### config.mk
export PLATFORM = sky130hd
export DESIGN_NAME = ddr_cmd_packer
export DESIGN_NICKNAME = d
export VERILOG_FILES = /design/src/rtl/ddr_instr_pkg.sv /design/src/rtl/instr_word_fifo.sv /design/src/rtl/ddr_cmd_packer.sv
export SDC_FILE = /design/constraint.sdc
export NUM_CORES = 2
export LEC_CHECK = 0
export ABC_AREA = 1
export CORE_MARGIN = 5
export CORE_UTILIZATION = 40
export DETAILED_ROUTE_END_ITERATION = 8
export GPL_ROUTABILITY_DRIVEN = 1
export GPL_TIMING_DRIVEN = 0
export MAX_ROUTING_LAYER = met4
export REMOVE_ABC_BUFFERS = 1
export SYNTH_ARGS = -nofsm -noshare
export SYNTH_HDL_FRONTEND = slang
export SYNTH_HIERARCHICAL = 1
export SYNTH_SLANG_ARGS = --single-unit
### constraint.sdc
create_clock -name clk -period 20.5 [get_ports clk]
set_clock_uncertainty 0.05 [all_clocks]
set_input_delay 5.125 -clock clk [delete_from_list [all_inputs] [get_ports clk]]
set_output_delay 5.125 -clock clk [all_outputs]
set_load 0.005 [all_outputs]
### src/rtl/ddr_instr_pkg.sv
// Shared definitions for the DDR command <-> 32-bit instruction format,
// used by both the instruction unpacker and the command-bus packer.
package ddr_instr_pkg;

  localparam int INSTR_W        = 32;
  localparam int OPC_W          = 3;
  localparam int BANK_OFS       = 3;
  localparam int AP_BIT         = 24;
  localparam int HALF_BL_BIT    = 25;
  localparam int SLOTS_PER_BEAT = 4;
  localparam int BEATS_PER_WORD = 4;
  localparam int BEAT_W         = INSTR_W * SLOTS_PER_BEAT;
  localparam int WORD_W         = BEAT_W * BEATS_PER_WORD;

  typedef enum logic [OPC_W-1:0] {
    OP_NOP  = 3'd0,
    OP_PRE  = 3'd1,
    OP_ACT  = 3'd2,
    OP_RD   = 3'd3,
    OP_WR   = 3'd4,
    OP_REF  = 3'd5,
    OP_ZQ   = 3'd6,
    OP_PALL = 3'd7
  } opcode_e;

  typedef enum logic [1:0] {
    ST_IDLE,
    ST_CAPTURE,
    ST_FLUSH
  } cap_state_e;

  // Several strobes may be high in one slot; the highest-priority one wins.
  function automatic opcode_e pick_opcode(input logic act, input logic pre,
                                          input logic rd, input logic wr,
                                          input logic refresh, input logic zq,
                                          input logic pall);
    if (act)          return OP_ACT;
    else if (pre)     return OP_PRE;
    else if (rd)      return OP_RD;
    else if (wr)      return OP_WR;
    else if (refresh) return OP_REF;
    else if (zq)      return OP_ZQ;
    else if (pall)    return OP_PALL;
    return OP_NOP;
  endfunction

endpackage

### src/rtl/instr_word_fifo.sv
// Word FIFO holding {last, data}; supports setting the last flag of the
// most recently written entry while it is still queued.
module instr_word_fifo #(
  parameter int WIDTH = 513,
  parameter int DEPTH = 4
) (
  input  logic             clk,
  input  logic             rst_n,
  input  logic             push_i,
  input  logic [WIDTH-1:0] data_i,
  input  logic             pop_i,
  input  logic             mark_last_i,
  output logic             full_o,
  output logic             empty_o,
  output logic [WIDTH-1:0] head_o
);

  localparam int AW = $clog2(DEPTH);

  logic [WIDTH-1:0] mem_q [DEPTH];
  logic [AW:0]      wr_q, wr_d, rd_q, rd_d;
  logic [AW:0]      count;
  logic [AW-1:0]    tail_idx;
  logic             do_push, do_pop, mark_ok;

  assign count    = wr_q - rd_q;
  assign empty_o  = (wr_q == rd_q);
  assign full_o   = (wr_q[AW] != rd_q[AW]) && (wr_q[AW-1:0] == rd_q[AW-1:0]);
  assign do_pop   = pop_i && !empty_o;
  assign do_push  = push_i && (!full_o || pop_i);
  assign tail_idx = wr_q[AW-1:0] - AW'(1);
  // A sole entry leaving this cycle is already gone as far as marking goes.
  assign mark_ok  = mark_last_i && !empty_o &&
                    !(do_pop && (count == (AW+1)'(1)));

  assign wr_d = do_push ? wr_q + (AW+1)'(1) : wr_q;
  assign rd_d = do_pop  ? rd_q + (AW+1)'(1) : rd_q;

  // NOTE: storage is not reset; the pointers define validity and the head is
  // forced to zero when empty, so resetting the array would only cost flops.
  always_ff @(posedge clk) begin
    if (do_push) mem_q[wr_q[AW-1:0]] <= data_i;
    if (mark_ok) mem_q[tail_idx][WIDTH-1] <= 1'b1;
  end

  // NOTE: sequential state uses non-blocking assignments so every flop
  // samples pre-edge values regardless of process evaluation order.
  always_ff @(posedge clk or negedge rst_n) begin
    if (!rst_n) begin
      wr_q <= '0;
      rd_q <= '0;
    end else begin
      wr_q <= wr_d;
      rd_q <= rd_d;
    end
  end

  assign head_o = empty_o ? '0 : mem_q[rd_q[AW-1:0]];

endmodule

### src/rtl/ddr_cmd_packer.sv
// Captures the 4-slot DDR4 command bus, re-encodes each slot as a 32-bit
// instruction and streams 512-bit words of 16 instructions on AXI4-Stream.
module ddr_cmd_packer
  import ddr_instr_pkg::*;
#(
  parameter int BG_WIDTH   = 2,
  parameter int BANK_WIDTH = 2,
  parameter int COL_WIDTH  = 10,
  parameter int ROW_WIDTH  = 17,
  parameter int FIFO_DEPTH = 4
) (
  input  logic                     clk,
  input  logic                     rst_n,
  input  logic                     capture_en,
  input  logic [3:0]               ddr_write,
  input  logic [3:0]               ddr_read,
  input  logic [3:0]               ddr_pre,
  input  logic [3:0]               ddr_act,
  input  logic [3:0]               ddr_ref,
  input  logic [3:0]               ddr_zq,
  input  logic [3:0]               ddr_nop,
  input  logic [3:0]               ddr_ap,
  input  logic [3:0]               ddr_half_bl,
  input  logic [3:0]               ddr_pall,
  input  logic [4*BG_WIDTH-1:0]    ddr_bg,
  input  logic [4*BANK_WIDTH-1:0]  ddr_bank,
  input  logic [4*COL_WIDTH-1:0]   ddr_col,
  input  logic [4*ROW_WIDTH-1:0]   ddr_row,
  output logic [511:0]             M_AXIS_TDATA,
  output logic                     M_AXIS_TVALID,
  output logic                     M_AXIS_TLAST,
  input  logic                     M_AXIS_TREADY,
  output logic [31:0]              words_sent,
  output logic [15:0]              drop_count
);

  localparam int F_OFS = BANK_OFS + BANK_WIDTH + BG_WIDTH;
  localparam int ASM_W = WORD_W - BEAT_W;

  logic [BEAT_W-1:0] beat_instr;

  // An idle slot encodes to all zeros whether or not its NOP strobe is set.
  logic unused_nop;
  assign unused_nop = ^ddr_nop;

  for (genvar g = 0; g < SLOTS_PER_BEAT; g++) begin : g_slot
    opcode_e            op;
    logic [INSTR_W-1:0] instr;

    // NOTE: every combinational output gets a default first, so no path can
    // leave it unassigned and infer a latch.
    always_comb begin
      op    = pick_opcode(ddr_act[g], ddr_pre[g], ddr_read[g], ddr_write[g],
                          ddr_ref[g], ddr_zq[g], ddr_pall[g]);
      instr = '0;
      if (op != OP_NOP) begin
        instr[OPC_W-1:0]                   = op;
        instr[BANK_OFS +: BANK_WIDTH]      = ddr_bank[g*BANK_WIDTH +: BANK_WIDTH];
        instr[BANK_OFS+BANK_WIDTH +: BG_WIDTH] = ddr_bg[g*BG_WIDTH +: BG_WIDTH];
      end
      case (op)
        OP_ACT: instr[F_OFS +: ROW_WIDTH] = ddr_row[g*ROW_WIDTH +: ROW_WIDTH];
        OP_RD, OP_WR: begin
          instr[F_OFS +: COL_WIDTH] = ddr_col[g*COL_WIDTH +: COL_WIDTH];
          instr[AP_BIT]             = ddr_ap[g];
          instr[HALF_BL_BIT]        = ddr_half_bl[g];
        end
        default: ;
      endcase
    end

    assign beat_instr[g*INSTR_W +: INSTR_W] = instr;
  end

  cap_state_e        state_q, state_d;
  logic [1:0]        beat_q, beat_d;
  logic [ASM_W-1:0]  asm_q, asm_d;
  logic              pushed_q, pushed_d;
  logic [31:0]       words_sent_q, words_sent_d;
  logic [15:0]       drop_q, drop_d;

  logic              capture, push, push_last, mark_last, push_ok, pop;
  logic [WORD_W-1:0] push_data;
  logic              fifo_full, fifo_empty;
  logic [WORD_W:0]   fifo_head;

  assign pop     = !fifo_empty && M_AXIS_TREADY;
  assign push_ok = !fifo_full || pop;

  always_comb begin
    state_d   = state_q;
    beat_d    = beat_q;
    asm_d     = asm_q;
    pushed_d  = pushed_q;
    capture   = 1'b0;
    push      = 1'b0;
    push_data = '0;
    push_last = 1'b0;
    mark_last = 1'b0;

    unique case (state_q)
      ST_IDLE: begin
        pushed_d = 1'b0;
        if (capture_en) begin
          capture = 1'b1;
          state_d = ST_CAPTURE;
        end
      end
      ST_CAPTURE: begin
        if (capture_en) begin
          capture = 1'b1;
        end else if (beat_q != 2'd0) begin
          state_d = ST_FLUSH;
        end else begin
          // Window closed on a word boundary: tag the last word still queued.
          state_d   = ST_IDLE;
          mark_last = pushed_q;
        end
      end
      ST_FLUSH: begin
        push      = 1'b1;
        push_data = {{BEAT_W{1'b0}}, asm_q};
        push_last = 1'b1;
        asm_d     = '0;
        beat_d    = 2'd0;
        state_d   = ST_IDLE;
      end
      default: state_d = ST_IDLE;
    endcase

    if (capture) begin
      if (beat_q == 2'd3) begin
        push      = 1'b1;
        push_data = {beat_instr, asm_q};
        asm_d     = '0;
        beat_d    = 2'd0;
      end else begin
        case (beat_q)
          2'd0:    asm_d[0*BEAT_W +: BEAT_W] = beat_instr;
          2'd1:    asm_d[1*BEAT_W +: BEAT_W] = beat_instr;
          default: asm_d[2*BEAT_W +: BEAT_W] = beat_instr;
        endcase
        beat_d = beat_q + 2'd1;
      end
    end

    if (push && push_ok) pushed_d = 1'b1;
  end

  always_comb begin
    words_sent_d = words_sent_q + {31'd0, pop};
    drop_d       = drop_q;
    if (push && !push_ok && drop_q != 16'hFFFF) drop_d = drop_q + 16'd1;
  end

  always_ff @(posedge clk or negedge rst_n) begin
    if (!rst_n) begin
      state_q      <= ST_IDLE;
      beat_q       <= 2'd0;
      asm_q        <= '0;
      pushed_q     <= 1'b0;
      words_sent_q <= '0;
      drop_q       <= '0;
    end else begin
      state_q      <= state_d;
      beat_q       <= beat_d;
      asm_q        <= asm_d;
      pushed_q     <= pushed_d;
      words_sent_q <= words_sent_d;
      drop_q       <= drop_d;
    end
  end

  instr_word_fifo #(
    .WIDTH (WORD_W + 1),
    .DEPTH (FIFO_DEPTH)
  ) u_fifo (
    .clk         (clk),
    .rst_n       (rst_n),
    .push_i      (push),
    .data_i      ({push_last, push_data}),
    .pop_i       (pop),
    .mark_last_i (mark_last),
    .full_o      (fifo_full),
    .empty_o     (fifo_empty),
    .head_o      (fifo_head)
  );

  assign M_AXIS_TVALID = !fifo_empty;
  assign M_AXIS_TDATA  = fifo_head[WORD_W-1:0];
  assign M_AXIS_TLAST  = fifo_head[WORD_W];
  assign words_sent    = words_sent_q;
  assign drop_count    = drop_q;

endmodule

## Word level (Yosys, flattened, before mapping)

Memory sizes are Yosys's and may differ from the RTL's.
Cells that the tools add are included.

- Register bits: 443
- Memory bits (writable): 2052
- Input bits: 168
- Logic and storage cells: 180
- Memories kept: 1

Memories:

| memory | depth | bits a word | rd ports | clocked after memory_dff | wr ports | line | source |
|---|---|---|---|---|---|---|---|
| u_fifo.mem_q | 4 | 513 | 1 | 0 | 1 | instr_word_fifo.sv:20 | `logic [WIDTH-1:0] mem_q [DEPTH];` |

- $add $sub $neg: 7
- Equal/unequal tests: 23
- Multiplexer cells: 110
- Reduce and logical (&&, ||, !) cells: 31

Operators by type and width:

| cell | number |
|---|---|
| 2-to-1 mux 384 bit | 4 |
| 2-to-1 mux 513 bit | 2 |
| 2-to-1 mux 512 bit | 2 |
| OR reduction 513 bit | 1 |
| 2-to-1 mux 128 bit | 3 |
| 2-to-1 mux 3 bit | 32 |
| case mux 10 bit (2 select lines) | 4 |
| 2-to-1 mux 7 bit | 8 |
| 2-to-1 mux 1 bit | 42 |
| adder 32 x 1 -> 32 bit | 1 |
| equality test 3 x 2 -> 1 bit (second input constant) | 8 |
| 2-to-1 mux 2 bit | 12 |
| adder 16 x 1 -> 16 bit (second input constant) | 1 |
| inequality test 16 bit (second input constant) | 1 |
| equality test 3 bit (second input constant) | 4 |
| nonzero test 3 bit | 4 |
| OR reduction 2 bit | 6 |
| logical AND 1 bit | 9 |
| adder 3 x 1 -> 3 bit (second input constant) | 2 |
| nonzero test 2 bit | 3 |
| equality test 2 x 1 -> 1 bit (second input constant) | 2 |
| equality test 2 bit (second input constant) | 2 |
| logical NOT 1 bit | 4 |
| logical NOT 2 bit | 2 |
| other kinds (11) | 12 |

## Depth between registers and ports, before layout

- Depth in word-level cells: 14
- Gate-level depth with buffers: 20

## Modules after synthesis

Netlist, hierarchy kept.

By module, submodules not included:

| module | times used | cells an instance | area each (um2) | sequential area each (um2) |
|---|---|---|---|---|
| instr_word_fifo | 1 | 6126 | 79404.9 | 61729.2 |
| ddr_cmd_packer | 1 | 3318 | 23867.9 | 10935.5 |

## Worst setup path before layout

Ideal clock, no wire load.

- Path type: input -> register
- Start: input capture_en
- End: memory u_fifo.mem_q[3][0], enable pin
- Library setup time: 0.856 ns
- Arrival: 16.067 ns
- Required time: 19.594 ns
- Path slack: 3.527 ns
- Stages: 8
- Cells stage by stage: nand2_4 -> inv_4 -> nand2_4 -> nand2_4 -> clkbuf_1 -> buf_1 -> nand3_1 -> inv_1

- Elaborated cells on any way between the ends: 15

RTL lines:

| item | line | source |
|---|---|---|
| start, declared | ddr_cmd_packer.sv:14 | `input logic capture_en,` |
| 2-to-1 mux 1 bit | ddr_cmd_packer.sv:104, ddr_cmd_packer.sv:110 |  |
| 2-to-1 mux 1 bit | n/a |  |
| 2-to-1 mux 1 bit | ddr_cmd_packer.sv:131 | `if (capture) begin` |
| net push | ddr_cmd_packer.sv:82 | `logic capture, push, push_last, mark_last, push_ok, pop;` |
| logical AND 1 bit | instr_word_fifo.sv:30 | `assign do_push = push_i && (!full_o \|\| pop_i);` |
| 2-to-1 mux 1 bit | instr_word_fifo.sv:42 | `if (do_push) mem_q[wr_q[AW-1:0]] <= data_i;` |
| 2-to-1 mux 1 bit (not written as such) | instr_word_fifo.sv:42 |  |
| 2-to-1 mux 2 bit (no source line) | n/a |  |
| end, declared | instr_word_fifo.sv:20 |  |

The timed path passes the listed nets, and every way through them passes these cells.

## Worst setup path in the final report

- Start: register u_fifo.rd_q[1]
- End: output M_AXIS_TDATA[14]

- Word-level cells in the longest chain between the ends: 2
- Elaborated cells on any way between the ends: 3

RTL lines:

| item | line | source |
|---|---|---|
| start, declared | instr_word_fifo.sv:21 | `logic [AW:0] wr_q, wr_d, rd_q, rd_d;` |
| start signal, assigned | instr_word_fifo.sv:54 | `rd_q <= rd_d;` |
| equality test 3 bit | instr_word_fifo.sv:27 | `assign empty_o = (wr_q == rd_q);` |
| net fifo_empty | ddr_cmd_packer.sv:84 | `logic fifo_full, fifo_empty;` |
| 2-to-1 mux 513 bit | instr_word_fifo.sv:58 | `assign head_o = empty_o ? '0 : mem_q[rd_q[AW-1:0]];` |
| end, declared | ddr_cmd_packer.sv:29 | `output logic [511:0] M_AXIS_TDATA,` |

The timed path passes the listed nets, and every way through them passes these cells.

==> out/summary.txt <==
Cts hold-fix bufs = 0
Slew @ Worst Pin = 1340 ps
Worst slew margin = 10.4%
Pin count of the biggest net entering global routing = 169
Post-synthesis simple-gate area fraction = 14.5%
R2r startpoint = state_q[1]
Post-synth EDFFs = 2,048
Post-Syn Instances = 9,444
Port Buffers = 725
Synth Register Bits = 2,495
Setup Fix Bufs, Post-CTS = 0
Cells after DPL = 13,100
Compound-Gate Fraction of Synth Area = 9.99%
Filler cell count = 22,700
Crit path required time = 15,330 ps
Initial DRC count = 6,949
Synthesized cell area = 0.103 mm^2
Startpoint Class = flop
F_max = 0.0885 GHz
Post-cts sizing count = 0
RSZ-0062 raised after global routing = no
Fin crit period = 11,290 ps
Syn Area/Cell = 10.9 um^2
Antenna violations before repair = 24
Max VDD drop = 0.000151 V
DR vias/cell = 5.33
Clock root buffer master = clkbuf_16
Hold Vio Cnt, Final = 0
Synth area leaders = edfxtp_1, dfrtp_1, nor2_1
Maxcap violations = 0
Yosys warnings = 6
Synth Flop Type = edfxtp_1
Fin cells = 13,700
Die footprint = 0.268 mm^2
Drt total wl = 325,000 um
FF-to-FF path depth = 11
First-pass GRT wire length = 476,000 um
Crit path kind = flop to primary output
Synth cell count leaders = nor2_1, edfxtp_1, o21ai_0
Final-report max-slew violation count = 0
Pwr/cell area = 160 mW/mm^2
Status = complete, no violations
Final setup vio count = 0
Initial core utilization = 40.2%
Critical Path Fanout Max = 73
Crit path to = M_AXIS_TDATA[14]
Distinct cells, synth = 42
R2R Path End = u_fifo/mem_q[0][154]
Largest family of logic cells by synthesized area = simple AND/OR/NAND/NOR gates
Longest Clk Path Bufs = 4
TritonRoute pass-1 iters = 6
CTS tree = built
Worst min path class = flop to flop
Reg2reg setup slack = 13,750 ps
Gr usage total = 24.2%
Grt ovf = 0
Clock transition at path regs = 60 ps
Num CTS Buffers = 288
Core area = 0.257 mm^2
XOR/XNOR share of the synthesized area = 0.399%
Die height = 518 um
Vias in the first global route = 72,200
H-tree levels = 5
Routability Congestion = 0.792
Most frequent cell after synthesis = nor2_1
Leakage = 46.1 nW
Share of cells above drive strength 1 = 5.83%
Yosys top cell area share = 59.6%
Final worst path period share = 55.1%
Via count = 72,800
Worst setup EP type = primary output
Clk sink count = 2,495
Largest area contributor in the netlist = edfxtp_1
WL/cell = 23.8 um
Post-synth ARST share = 17.8%
I/O Pins = 730
Setup crit start = u_fifo/rd_q[1]
Die X = 518 um
DP Wirelength = 183,000 um
CP Data Arrival Time = 6120 ps
DR DRC count = 0
Row count = 186
Register area share after synthesis = 70.4%
Setup TNS = 0 ps
Final nets = 10,200
P&R area growth vs syn = 20.4%
Mux share of post-synthesis cell area = 0%
Clock insertion delay at the later pin of the skew report = 930 ps
ANT nets after route = 0
Adder-Cell Fraction of Synth Area = 0.201%
## power breakdown
| part | switching, mW | internal, mW | total (mW) |
|---|---|---|---|
| sequential | 0.238 | 6.18 | 6.42 |
| clock | 2.00 | 2.89 | 4.89 |
| combinational | 5.34 | 3.31 | 8.64 |
| total | 7.57 | 12.4 | 19.9 |
## cell families after synthesis
group / after synthesis
and+or+nand+nor: 3764
DFF: 2495
AOI/OAI and AO/OA: 1997
buffers and inverters: 1124
xor gates and xnor gates: 47
adders and majority gates: 16
other: 1
## worst min path at each step
stage | from | endpoint | slack (ps) | cells past startpoint
3_5_place_dp | asm_q[57] | asm_q[57] | 410 | 2
4_1_cts | words_sent[31] | words_sent[31] | 430 | 1
3_3_place_gp | asm_q[24] | asm_q[24] | 410 | 2
2_1_floorplan | asm_q[120] | asm_q[120] | 400 | 2
6_report | words_sent[31] | words_sent[31] | 430 | 1
5_1_grt | asm_q[57] | asm_q[57] | 450 | 2
## final cells by class
class / instances / area (um^2) / share of cell area (%)
well taps: 3384 / 4230 / 3.40
flip-flops and latches: 2495 / 72700 / 58.4
diodes: 16 / 40.0 / 0.0322
clock buffers: 381 / 7870 / 6.33
multi-input cells: 5920 / 26400 / 21.2
clock inverters: 124 / 1060 / 0.849
inverters: 492 / 1950 / 1.56
repair buffers: 840 / 10200 / 8.17
## sequential cells by signal, summed over array words and instances (netlist names)
name and flops:
words_sent 32, asm_q 384, pushed_q 1, u_fifo/rd_q 3, u_fifo/wr_q 3, beat_q 2
drop_count 16, u_fifo/mem_q 2052, state_q 2
## cells in the final DEF (no fill, tap or decap), drive strengths merged, types with 120 or more instances in the layout
cell type	Yosys	final
inv	492	502
a21oi	712	712
buf	338	120
o21ai	1123	1123
dfrtp	443	443
edfxtp	2048	2048
clkbuf	294	381
nand2	706	706
nand3	379	379
clkdlybuf4s50	0	720
nor2	2589	2589
## per-layer routing
metal  routed length (um)  track usage [%]
met1               133000             30.3
met2               155000             39.0
met3                24500             5.29
met4                12000             8.58
met5                    0                -
## worst max-delay path, stage by stage, from the launching register on
cell	delay, ps
dfrtp_4	750
buf_16	390
buf_16	300
inv_8	230
ha_1	460
nand2_1	100
nor2_4	670
buf_12	280
buf_12	240
buf_12	220
buf_16	190
buf_16	180
buf_12	220
a21oi_1	100
clkdlybuf4s50_1	520
## stage by stage
| step | setup slack, ps | cell area [um^2] | power (mW) | util [%] | hold slack (ps) |
|---|---|---|---|---|---|
| 6_report | 9210 | 124000 | 19.9 | 48.4 | 427 |
| 5_1_grt | 8970 | 124000 | 21.0 | 48.4 | 446 |
| 4_1_cts | 9180 | 124000 | 20.1 | 48.4 | 429 |
| 3_5_place_dp | 8340 | 115000 | 15.2 | 44.9 | 415 |
| 3_3_place_gp | -154460 | 112000 | 15.7 | 43.7 | 412 |
| 2_1_floorplan | -35110 | 101000 | 11.7 | - | 399 |
No activity file was read; power rests on OpenSTA's default activity.
